## src/rtl/cu_pkg.sv

```systemverilog
// Shared types and encodings for the multicycle control unit.
package cu_pkg;

    typedef enum logic [3:0] {
        FETCH  = 4'd0,
        DECODE = 4'd1,
        MEMADR = 4'd2,
        MEMRD  = 4'd3,
        MEMWB  = 4'd4,
        MEMWR  = 4'd5,
        EXECR  = 4'd6,
        EXECI  = 4'd7,
        ALUWB  = 4'd8,
        BRANCH = 4'd9
    } state_t;

    localparam logic [1:0] SRCB_REG  = 2'b00;
    localparam logic [1:0] SRCB_IMM  = 2'b01;
    localparam logic [1:0] SRCB_FOUR = 2'b10;

    localparam logic [1:0] RES_ALUOUT = 2'b00;
    localparam logic [1:0] RES_DATA   = 2'b01;
    localparam logic [1:0] RES_ALU    = 2'b10;

    localparam logic [1:0] OP_DP  = 2'b00;
    localparam logic [1:0] OP_MEM = 2'b01;
    localparam logic [1:0] OP_BR  = 2'b10;

    localparam logic [3:0] FUNCT_CMP = 4'b1010;

    // States that hold mem_req high and may stall on mem_ready.
    function automatic logic is_wait_state(input state_t s);
        return (s == FETCH) || (s == MEMRD) || (s == MEMWR);
    endfunction

endpackage

```

## src/rtl/cu_wait_timer.sv

```systemverilog
// Counts stalled memory cycles and flags a timeout on the last allowed one.
module cu_wait_timer #(
    parameter int WAIT_MAX = 15,
    parameter int CNT_W    = 8
) (
    input  logic clk,
    input  logic reset,
    input  logic active,
    input  logic mem_ready,
    input  logic clear,
    output logic timeout
);

    logic [CNT_W-1:0] cnt;

    assign timeout = active && !mem_ready && (cnt == CNT_W'(WAIT_MAX - 1));

    // Timeout clears too, so a refetch from FETCH starts a fresh window.
    always_ff @(posedge clk) begin
        if (!reset) begin
            cnt <= '0;
        end else if (clear || timeout) begin
            cnt <= '0;
        end else if (active && !mem_ready) begin
            cnt <= cnt + 1'b1;
        end
    end

endmodule

```

## src/rtl/cu_multicycle_fsm.sv

```systemverilog
// Multicycle sequencing controller: fetch/decode/execute/memory/writeback.
// Memory handshake: mem_req is held until a cycle with mem_ready=1 completes the access.
module cu_multicycle_fsm
    import cu_pkg::*;
#(
    parameter int WAIT_MAX = 15,
    parameter int CNT_W    = 8
) (
    input  logic       clk,
    input  logic       reset,
    input  logic [1:0] op,
    input  logic [5:0] funct,
    input  logic [3:0] rd,
    input  logic       cond_ex,
    input  logic       mem_ready,
    output logic       mem_req,
    output logic       mem_w,
    output logic       adr_src,
    output logic       ir_write,
    output logic       alu_src_a,
    output logic [1:0] alu_src_b,
    output logic       alu_op,
    output logic [1:0] result_src,
    output logic       reg_w,
    output logic       pc_write,
    output logic       bus_err,
    output logic       illegal_op,
    output logic [3:0] state_o
);

    state_t state, state_n;
    logic   timeout;
    logic   rd_pc;

    assign rd_pc = (rd == 4'b1111);

    cu_wait_timer #(.WAIT_MAX(WAIT_MAX), .CNT_W(CNT_W)) u_timer (
        .clk      (clk),
        .reset    (reset),
        .active   (is_wait_state(state)),
        .mem_ready(mem_ready),
        .clear    (state_n != state),
        .timeout  (timeout)
    );

    always_ff @(posedge clk) begin
        if (!reset) state <= FETCH;
        else        state <= state_n;
    end

    always_comb begin
        state_n = state;
        case (state)
            FETCH:  if (mem_ready) state_n = DECODE;
            DECODE: begin
                if (!cond_ex) state_n = FETCH;
                else begin
                    case (op)
                        OP_MEM:  state_n = MEMADR;
                        OP_DP:   state_n = funct[5] ? EXECI : EXECR;
                        OP_BR:   state_n = BRANCH;
                        default: state_n = FETCH;
                    endcase
                end
            end
            MEMADR: state_n = funct[0] ? MEMRD : MEMWR;
            MEMRD:  if (mem_ready) state_n = MEMWB;
                    else if (timeout) state_n = FETCH;
            MEMWR:  if (mem_ready || timeout) state_n = FETCH;
            EXECR, EXECI: state_n = (funct[4:1] == FUNCT_CMP) ? FETCH : ALUWB;
            default: state_n = FETCH;
        endcase
    end

    // Everything forced low during reset so downstream enables stay quiet.
    always_comb begin
        mem_req    = 1'b0;
        mem_w      = 1'b0;
        adr_src    = 1'b0;
        ir_write   = 1'b0;
        alu_src_a  = 1'b0;
        alu_src_b  = SRCB_REG;
        alu_op     = 1'b0;
        result_src = RES_ALUOUT;
        reg_w      = 1'b0;
        pc_write   = 1'b0;
        bus_err    = 1'b0;
        illegal_op = 1'b0;
        state_o    = 4'(FETCH);
        if (reset) begin
            state_o = 4'(state);
            bus_err = timeout;
            case (state)
                FETCH: begin
                    mem_req    = 1'b1;
                    alu_src_a  = 1'b1;
                    alu_src_b  = SRCB_FOUR;
                    result_src = RES_ALU;
                    ir_write   = mem_ready;
                    pc_write   = mem_ready;
                end
                DECODE: begin
                    alu_src_a  = 1'b1;
                    alu_src_b  = SRCB_FOUR;
                    result_src = RES_ALU;
                    illegal_op = (op == 2'b11);
                end
                MEMADR: alu_src_b = SRCB_IMM;
                MEMRD: begin
                    mem_req = 1'b1;
                    adr_src = 1'b1;
                end
                MEMWR: begin
                    mem_req = 1'b1;
                    mem_w   = 1'b1;
                    adr_src = 1'b1;
                end
                MEMWB: begin
                    result_src = RES_DATA;
                    reg_w      = 1'b1;
                    pc_write   = rd_pc;
                end
                EXECR: alu_op = 1'b1;
                EXECI: begin
                    alu_src_b = SRCB_IMM;
                    alu_op    = 1'b1;
                end
                ALUWB: begin
                    reg_w    = 1'b1;
                    pc_write = rd_pc;
                end
                BRANCH: begin
                    alu_src_b  = SRCB_IMM;
                    result_src = RES_ALU;
                    pc_write   = 1'b1;
                end
                default: ;
            endcase
        end
    end

endmodule

```

## config.mk

```make
export PLATFORM = sky130hd
export DESIGN_NAME = cu_multicycle_fsm
export DESIGN_NICKNAME = d
export VERILOG_FILES = /design/src/rtl/cu_pkg.sv /design/src/rtl/cu_wait_timer.sv /design/src/rtl/cu_multicycle_fsm.sv
export SDC_FILE = /design/constraint.sdc
export NUM_CORES = 1
export LEC_CHECK = 0
export ABC_AREA = 1
export BUFFER_PORTS_ARGS = -buffer_cell sky130_fd_sc_hd__buf_4
export CAP_MARGIN = 20
export CORE_MARGIN = 5
export CORE_UTILIZATION = 32
export CTS_CLUSTER_SIZE = 28
export DETAILED_ROUTE_END_ITERATION = 10
export GPL_TIMING_DRIVEN = 0
export PLACE_DENSITY = 0.61
export SYNTH_ARGS = -nofsm -noshare
export SYNTH_HDL_FRONTEND = slang
export SYNTH_SLANG_ARGS = --single-unit
export TNS_END_PERCENT = 30
```

## constraint.sdc

```tcl
create_clock -name clk -period 2 [get_ports clk]
set_input_delay 0.1 -clock clk [delete_from_list [all_inputs] [get_ports clk]]
set_output_delay 0.1 -clock clk [all_outputs]
set_load 0.01 [all_outputs]
```

==> results of run 1 <==
==> worst max-delay path: stages (launching register included) <==
cell and delay [ns]:
dfxtp_1 0.43, inv_1 0.09, nor2_2 0.12, inv_1 0.08
nand2_1 0.06, nand2_1 0.06, or2_2 0.28, a31oi_1 0.14
buf_4 0.15
==> routing by layer <==
metal	vias to the layer above	GRT usage, %	part of all wire (%)
met5	-	0	0
met4	0	4.56	1.6
met3	5	0.998	5.3
met2	32	19.7	44
met1	477	16.5	49
li1	594	-	-
==> power groups by stage <==
| stage | registers [mW] | logic (mW) | clock network (mW) |
|---|---|---|---|
| 6_report | 0.251 | 0.181 | 0.152 |
| 5_1_grt | 0.253 | 0.200 | 0.173 |
| 4_1_cts | 0.251 | 0.184 | 0.158 |
| 3_5_place_dp | 0.257 | 0.183 | 0 |
| 3_3_place_gp | 0.257 | 0.182 | 0 |
| 2_1_floorplan | 0.255 | 0.116 | 0 |
==> logic make-up after synthesis <==
logic type | share of synthesized area, %
buffers and inverters | 13.5
xor gates and xnor gates | 4.11
DFF | 22.6
adders and majority gates | 2.35
AOI/OAI and AO/OA | 7.99
and+or+nand+nor | 49.5
==> final timing paths <==
check / start / end / slack, ns / depth (start not counted)
max: state[2] / pc_write / 0.21 / 8
min: cond_ex / state[1] / 0.14 / 3
max reg2reg: state[2] / u_timer.cnt[2] / 0.41 / 8
min reg2reg: u_timer.cnt[7] / u_timer.cnt[7] / 0.58 / 3
==> state kept, by name, indices dropped and copies added, names as in the netlist <==
name / flops
state: 4
u_timer.cnt: 8
==> layout by cell type (no fill, tap or decap), types with 2 or more instances in the layout <==
cell      count
nand2_4       3
a31oi_1       3
nor3_2        8
clkbuf_4      3
nand3_1       8
buf_4        34
nor2_2        5
dfxtp_1      12
nand3_2       2
nand3_4       2
inv_1        28
clkinv_1      2
nand4_1       6
nor2_1       18
xor2_1        3
nand2_1      28
xnor2_1       2
nor3_1        4
inv_2         3
a21oi_1       6
ha_1          2
nand2_2       4
o21ai_0       5
==> cell type report <==
class,instances,area [um^2]
Buffer,2,11.3
Clock buffer,3,22.5
Fill cell,362,1890
Inverter,34,133
Multi-Input combinational cell,115,681
Sequential cell,12,240
Tap cell,46,57.6
Timing Repair Buffer,33,248
==> results.md, run 1 <==
* Post-synth EDFFs at 0
* Layout net count at 219
* Iter 0 DRT Violations at 66
* Vias/cell at 4.52
* Synth Instances at 163
* Starting density of the core at 32.4%
* Fmax at 0.560 GHz
* Class of the tightest hold or removal check: in -> reg
* GRT Util Overall at 12.1%
* Max Root-Sink Buffers at 2
* Worst slew margin at 68.3%
* Pre-CTS WS at 0.419 ns
* Top cells by area, synth: dfxtp_1 23%, inv_1 9.9%, nand2_1 9.9%
* Peak VDD IR at 0.000130 V
* First-pass GRT wire length at 4350 um
* P_int at 0.387 mW
* Routed vias at 1,108
* Clock Power Share at 26.0%
* Root Driver: clkbuf_4
* CP Class: reg -> out
* Synth area leader: dfxtp_1
* Clk slew on worst S/H paths at 0.08 ns
* Post-route insts no fill at 245
* Yosys Warn Count at 0
* CTS Buf Count at 3
* Share of layout cells above drive strength 1 at 33.7%
* Period minus WS final at 1.79 ns
* Worst setup SP type: register
* Worst-Margin Slew at 0.475 ns
* Worst-path fanout max at 5
* Setup TNS Final at 0 ns
* Top Ports at 34
* Detailed Place HPWL at 2070 um
* Placeable Area at 3280 um^2
* DR WL/cell at 10.4 um
* Post-route ant nets at 0
* Worst Setup End Kind: output pin
* Tcrit/Tclk final at 89.3%
* Routed wire length at 2550 um
* Part of the power in registers at 43.1%
* Req. time, crit path at 1.90 ns
* Post-synth ARST share at 0%
* Post_cts resized at 0
* Cells after DPL at 242
* Die area at 4580 um^2
* Seq/Total Area, Yosys at 22.6%
* Clk sink count at 12
* Mean Syn Cell Area at 6.53 um^2
* # diodes at 0
* Final setup vio count at 0
* Post-synthesis register bit count at 12
* Psw at 0.197 mW
* Netlist cell types at 30
* Die Ht at 67.7 um
* DP Area at 1370 um^2
* Pwr per Cell Area at 419 nW/um^2
* Arr. time, crit path at 1.69 ns
* TritonCTS clock tree: built
* IO buf count at 33
* Top_reg_cell synth: dfxtp_1
* Final Core Density at 42.4%
* Sw Share at 33.7%
* Final worst slack at 0.214 ns
* First-pass DRT Iterations at 4
* Layout area overhead at 30.8%
* Number of global-route vias before repair at 952
* Combinational Power Share at 30.9%
* RePlAce Congestion at 0.827
* Pins Over Slew Limit at 0
* RSZ-0062 raised after global routing: no
* Hold_ws at 0.142 ns
* Final Skew at 0.00357 ns
* Final Power at 0.584 mW
* Hold Fails Final Rpt at 0
* Post-synthesis instance area at 1060 um^2
* Status: finished clean
* Die Width at 67.7 um
* Initial antenna violation count at 0
* H-tree Lvls at 1
* Detailed-route DRC error count at 0
* Congestion Overflow GR at 0
* Max-cap violations at 0
* Leakage at 0.623 nW
* Row Count at 21
* Clk Latency, worst-skew pair at 0.27 ns
* Post-synth top cells: 28 x inv_1, 28 x nand2_1, 18 x nor2_1, 12 x dfxtp_1
* Top-area cell type share of the netlist area at 22.6%
* Largest net degree at the start of global routing at 11
* Setup bufs post-CTS at 0
* Cts hold-fix bufs at 0
* Post-route design area at 1390 um^2
* Syn_nets at 181
No activity file was read; power rests on OpenSTA's default activity.
==> inputs of run 2 (changes only) <==
Settings changed: CTS_BUF_LIST set to sky130_fd_sc_hd__clkbuf_8, SKIP_LAST_GASP set to 1.
Clock period 2 ns to 2.25 ns, I/O delays scaled along.
==> results.md, run 2 (synthesized netlist as in run 1, its figures left out) <==
* Max Root-Sink Buffers at 2
* TritonCTS clock tree: built
* Leakage at 0.631 nW
* Clk sink count at 12
* Period minus WS final at 1.75 ns
* Pwr per Cell Area at 410 nW/um^2
* Root Driver: clkbuf_8
* Pre-CTS WS at 0.669 ns
* Vias/cell at 4.57
* IO buf count at 33
* Top Ports at 34
* CP peak stage delay at 0.42 ns
* Number of global-route vias before repair at 948
* Most frequent cells in the layout: 34 x buf_4, 28 x inv_1, 28 x nand2_1
* Congestion Overflow GR at 0
* Arr. time, crit path at 1.64 ns
* Layout area overhead at 32.5%
* Routed vias at 1,119
* Detailed Place HPWL at 2070 um
* Clk Latency, worst-skew pair at 0.24 ns
* Setup bufs post-CTS at 0
* RSZ-0062 raised after global routing: no
* Commonest non-fill, non-tap cell in the layout: buf_4
* First-pass GRT wire length at 4340 um
* Fmax at 0.571 GHz
* R2R Path Start: state[2]
* # diodes at 0
* Die Width at 67.7 um
* Detailed-route DRC error count at 0
* Req. time, crit path at 2.14 ns
* Worst Setup End Kind: output pin
* Final Skew at 0.00174 ns
* H-tree Lvls at 1
* CTS Buf Count at 3
* Final Power at 0.579 mW
* Biggest register: u_timer.cnt
* Post_cts resized at 0
* Number of flip-flops in the largest register at 8
* Cts hold-fix bufs at 0
* Status: finished clean
* Tcrit/Tclk final at 77.8%
* Starting density of the core at 32.4%
* Worst slew margin at 69.0%
* Worst-Margin Slew at 0.465 ns
* RePlAce Congestion at 0.827
* Row Count at 21
* Worst-path fanout max at 5
* Hold Fails Final Rpt at 0
* Largest net degree at the start of global routing at 11
* Share of layout cells above drive strength 1 at 33.7%
* Buf/Inv on CP at 3
* Layout net count at 219
* Class of the tightest hold or removal check: in -> reg
* Crit path cell chain: inv_1 -> nor2_2 -> inv_1 -> nand2_1 -> nand2_1 -> or2_2 -> a31oi_1 -> buf_4
* Setup TNS Final at 0 ns
* Die Ht at 67.7 um
* Routed wire length at 2570 um
* Post-route design area at 1410 um^2
* Final worst slack at 0.499 ns
* Peak VDD IR at 0.000152 V
* Initial antenna violation count at 0
* CP Launch Point: state[2]
* Final Core Density at 43.0%
* DP Area at 1370 um^2
* Die area at 4580 um^2
* First-pass DRT Iterations at 4
* Placeable Area at 3280 um^2
* Largest regs: u_timer.cnt x8, state x4
* Pins Over Slew Limit at 0
* Post-route ant nets at 0
* Clk slew on worst S/H paths at 0.05 ns
* Worst setup SP type: register
* Final setup vio count at 0
* Worst hold start: cond_ex
* GRT Util Overall at 12.1%
* CP Class: reg -> out
* Top Family by Delay on Critical Path: simple AND/OR/NAND/NOR gates
* Max-cap violations at 0
* DR WL/cell at 10.5 um
* Slowest CP cell: dfxtp_1
* Iter 0 DRT Violations at 74
-- run 2: path summary, 6_finish.rpt --
kind                          to  cells after the start  slack (ns)
setup / recovery        pc_write                      8        0.50
hold / removal          state[1]                      3        0.20
setup reg to reg  u_timer.cnt[5]                      8        0.66
hold reg to reg   u_timer.cnt[7]                      3        0.58
-- run 2: power by group --
group | internal, mW | total, mW | switching (mW)
logic | 0.0646 | 0.161 | 0.0962
registers | 0.218 | 0.224 | 0.00639
clock network | 0.118 | 0.194 | 0.0759
total | 0.400 | 0.579 | 0.179
-- run 2: final cells by class --
type	count	area (um^2)
inverters	34	133
clock buffers	3	41.3
multi-input cells	115	681
well taps	46	57.6
repair buffers	33	248
fillers	364	1870
flip-flops and latches	12	240
plain buffers	2	11.3
-- run 2: through the flow --
stage          hold WS (ns)  instances
2_1_floorplan         0.293        163
3_3_place_gp          0.438        242
3_5_place_dp          0.443        242
4_1_cts               0.190        245
5_1_grt               0.195        245
6_report              0.196        245
-- run 2: per-layer routing --
layer	up-vias	share of wire, %	global-route usage, %
li1	592	-	-
met1	481	47	16.4
met2	41	45	19.7
met3	5	6.5	0.998
met4	0	1.6	4.56
met5	-	0	0
-- run 2: worst register-to-register path: cells and delay by family, from the launching register on --
kind	cells	cell delay (ns)
simple gates	8	1.12
flops	1	0.36
==> inputs of run 3 (changes only) <==
Settings changed: ABC_AREA 1 to 0, PLACE_DENSITY 0.61 to 0.62.
Clock period 2.25 ns to 1.8 ns, I/O delays scaled along.
==> results.md, run 3 <==
* RSZ-0062 raised after global routing: yes
* Largest net degree at the start of global routing at 11
* Die Width at 65.8 um
* RePlAce Congestion at 0.806
* CP peak stage delay at 0.39 ns
* Worst setup SP type: register
* Share of layout cells above drive strength 1 at 35.8%
* Die area at 4320 um^2
* Setup TNS Final at 0 ns
* CP Launch Point: state[3]
* Mux contribution to synthesized area at 1.01%
* Worst slew margin at 68.8%
* Status: finished clean
* Final Core Density at 49.0%
* Top-area cell type share of the netlist area at 24.2%
* DR WL/cell at 12.6 um
* Clk Latency, worst-skew pair at 0.24 ns
* Post-synthesis xor/xnor area fraction at 7.80%
* Layout area overhead at 49.3%
* Largest regs: u_timer.cnt x8, state x4
* Root Driver: clkbuf_8
* Pins Over Slew Limit at 0
* Worst hold start: op[1]
* Max Root-Sink Buffers at 2
* Starting density of the core at 32.9%
* Vias/cell at 4.98
* Tcrit/Tclk final at 99.0%
* Top Ports at 34
* Mean Syn Cell Area at 7.37 um^2
* Die Ht at 65.8 um
* Post-synth EDFFs at 0
* Yosys Warn Count at 0
* Commonest non-fill, non-tap cell in the layout: buf_4
* Post-synth top cells: 18 x nor2_1, 14 x nand2_1, 12 x dfxtp_1
* R2R Path Start: state[1]
* Crit path cell chain: or3_4 -> o22ai_4 -> nor3b_4 -> and2_4 -> buf_6
* Peak VDD IR at 0.000273 V
* Most frequent cell after synthesis: nor2_1
* Top cells by area, synth: dfxtp_1 24%, nor2_1 6.8%, nand2_1 5.3%
* Routed wire length at 2810 um
* CP Class: reg -> out
* Syn_nets at 153
* GRT Util Overall at 13.2%
* Congestion Overflow GR at 0
* # diodes at 0
* Cts hold-fix bufs at 0
* DP Area at 1290 um^2
* Initial antenna violation count at 0
* Synth Area in Adders at 2.52%
* Post-synth ARST share at 0%
* Placeable Area at 3030 um^2
* Synth area leader: dfxtp_1
* First-pass GRT wire length at 4560 um
* Clk sink count at 12
* Clk slew on worst S/H paths at 0.05 ns
* Netlist cell types at 42
* Buf/Inv on CP at 1
* Synth Instances at 135
* Post-synthesis register bit count at 12
* Number of flip-flops in the largest register at 8
* Worst Setup End Kind: output pin
* Hold Fails Final Rpt at 0
* Routed vias at 1,110
* Detailed Place HPWL at 2070 um
* Biggest register: u_timer.cnt
* Leakage at 0.626 nW
* Final Skew at 0.00368 ns
* Arr. time, crit path at 1.69 ns
* Row Count at 20
* Req. time, crit path at 1.71 ns
* Post-route design area at 1490 um^2
* First-pass DRT Iterations at 4
* Worst-path fanout max at 5
* Detailed-route DRC error count at 0
* Largest family of logic cells by synthesized area: simple AND/OR/NAND/NOR gates
* Final setup vio count at 0
* Worst-Margin Slew at 0.469 ns
* Post-synthesis instance area at 995 um^2
* Post-route ant nets at 0
* Final worst slack at 0.0187 ns
* Period minus WS final at 1.78 ns
* Synth Area in Compound Gates at 13.5%
* IO buf count at 32
* Most frequent cells in the layout: 40 x buf_4, 18 x nor2_1, 14 x nand2_1
* CTS Buf Count at 3
* TritonCTS clock tree: built
* Number of global-route vias before repair at 1,030
* Layout net count at 198
* Class of the tightest hold or removal check: in -> reg
* Seq/Total Area, Yosys at 24.2%
* Max-cap violations at 0
* Simple-Gate Fraction of Synth Area at 44.3%
* Pwr per Cell Area at 530 nW/um^2
* Slowest CP cell: or3_4
* Top_reg_cell synth: dfxtp_1
* H-tree Lvls at 1
* Top Family by Delay on Critical Path: simple AND/OR/NAND/NOR gates
* Pre-CTS WS at -0.209 ns
* Fmax at 0.561 GHz
* Iter 0 DRT Violations at 41
-- run 3: worst paths after layout --
| kind | end | slack (ns) | depth (start not counted) |
|---|---|---|---|
| min reg2reg | u_timer.cnt[7] | 0.52 | 2 |
| max reg2reg | state[1] | 0.02 | 7 |
| max | bus_err | 0.02 | 5 |
| min | state[3] | 0.16 | 3 |
-- run 3: layout make-up --
class / count / area, um^2
fillers: 293 / 1540
repair buffers: 41 / 315
clock buffers: 4 / 55.1
well taps: 44 / 55.1
inverters: 4 / 15.0
flip-flops and latches: 12 / 245
multi-input cells: 109 / 744
plain buffers: 9 / 55.1
-- run 3: routing by layer --
layer	track usage, %	vias up	wire (um)
li1	-	551	-
met1	15.9	539	1300
met2	23.9	18	1390
met3	3.25	2	103
met4	1.55	0	15
met5	0	-	0
-- run 3: logic make-up after synthesis --
kind of cell | count (synthesis)
adders and majority gates | 2
xor gates and xnor gates | 8
AOI/OAI and AO/OA | 19
buffers and inverters | 14
and+or+nand+nor | 79
muxes | 1
DFF | 12
-- run 3: per-stage QoR --
stage,hold slack (ns),power (mW),std cells
2_1_floorplan,0.249,0.387,135
4_1_cts,0.154,0.766,217
5_1_grt,0.189,0.825,223
3_3_place_gp,0.407,0.454,211
3_5_place_dp,0.411,0.458,211
6_report,0.160,0.788,223
-- run 3: power by group --
part | internal (mW) | switching (mW)
Combinational | 0.110 | 0.106
Sequential | 0.271 | 0.00568
Clock | 0.193 | 0.102
Total | 0.574 | 0.214
-- run 3: repair_timing --
item / 4_1_cts / 5_1_grt
resized for setup: 10 / 9
setup endpoints to repair: 13 / 11
setup buffers: 3 / 6
cloned: 0 / 0
pin swaps: 5 / 3
-- run 3: worst register-to-register path, delay by kind of cell (launching register included) --
family	cells	cell delay, ns
AOI/OAI and AO/OA	2	0.28
xor gates and xnor gates	1	0.19
buffers and inverters	2	0.29
DFF	1	0.32
and+or+nand+nor	2	0.62
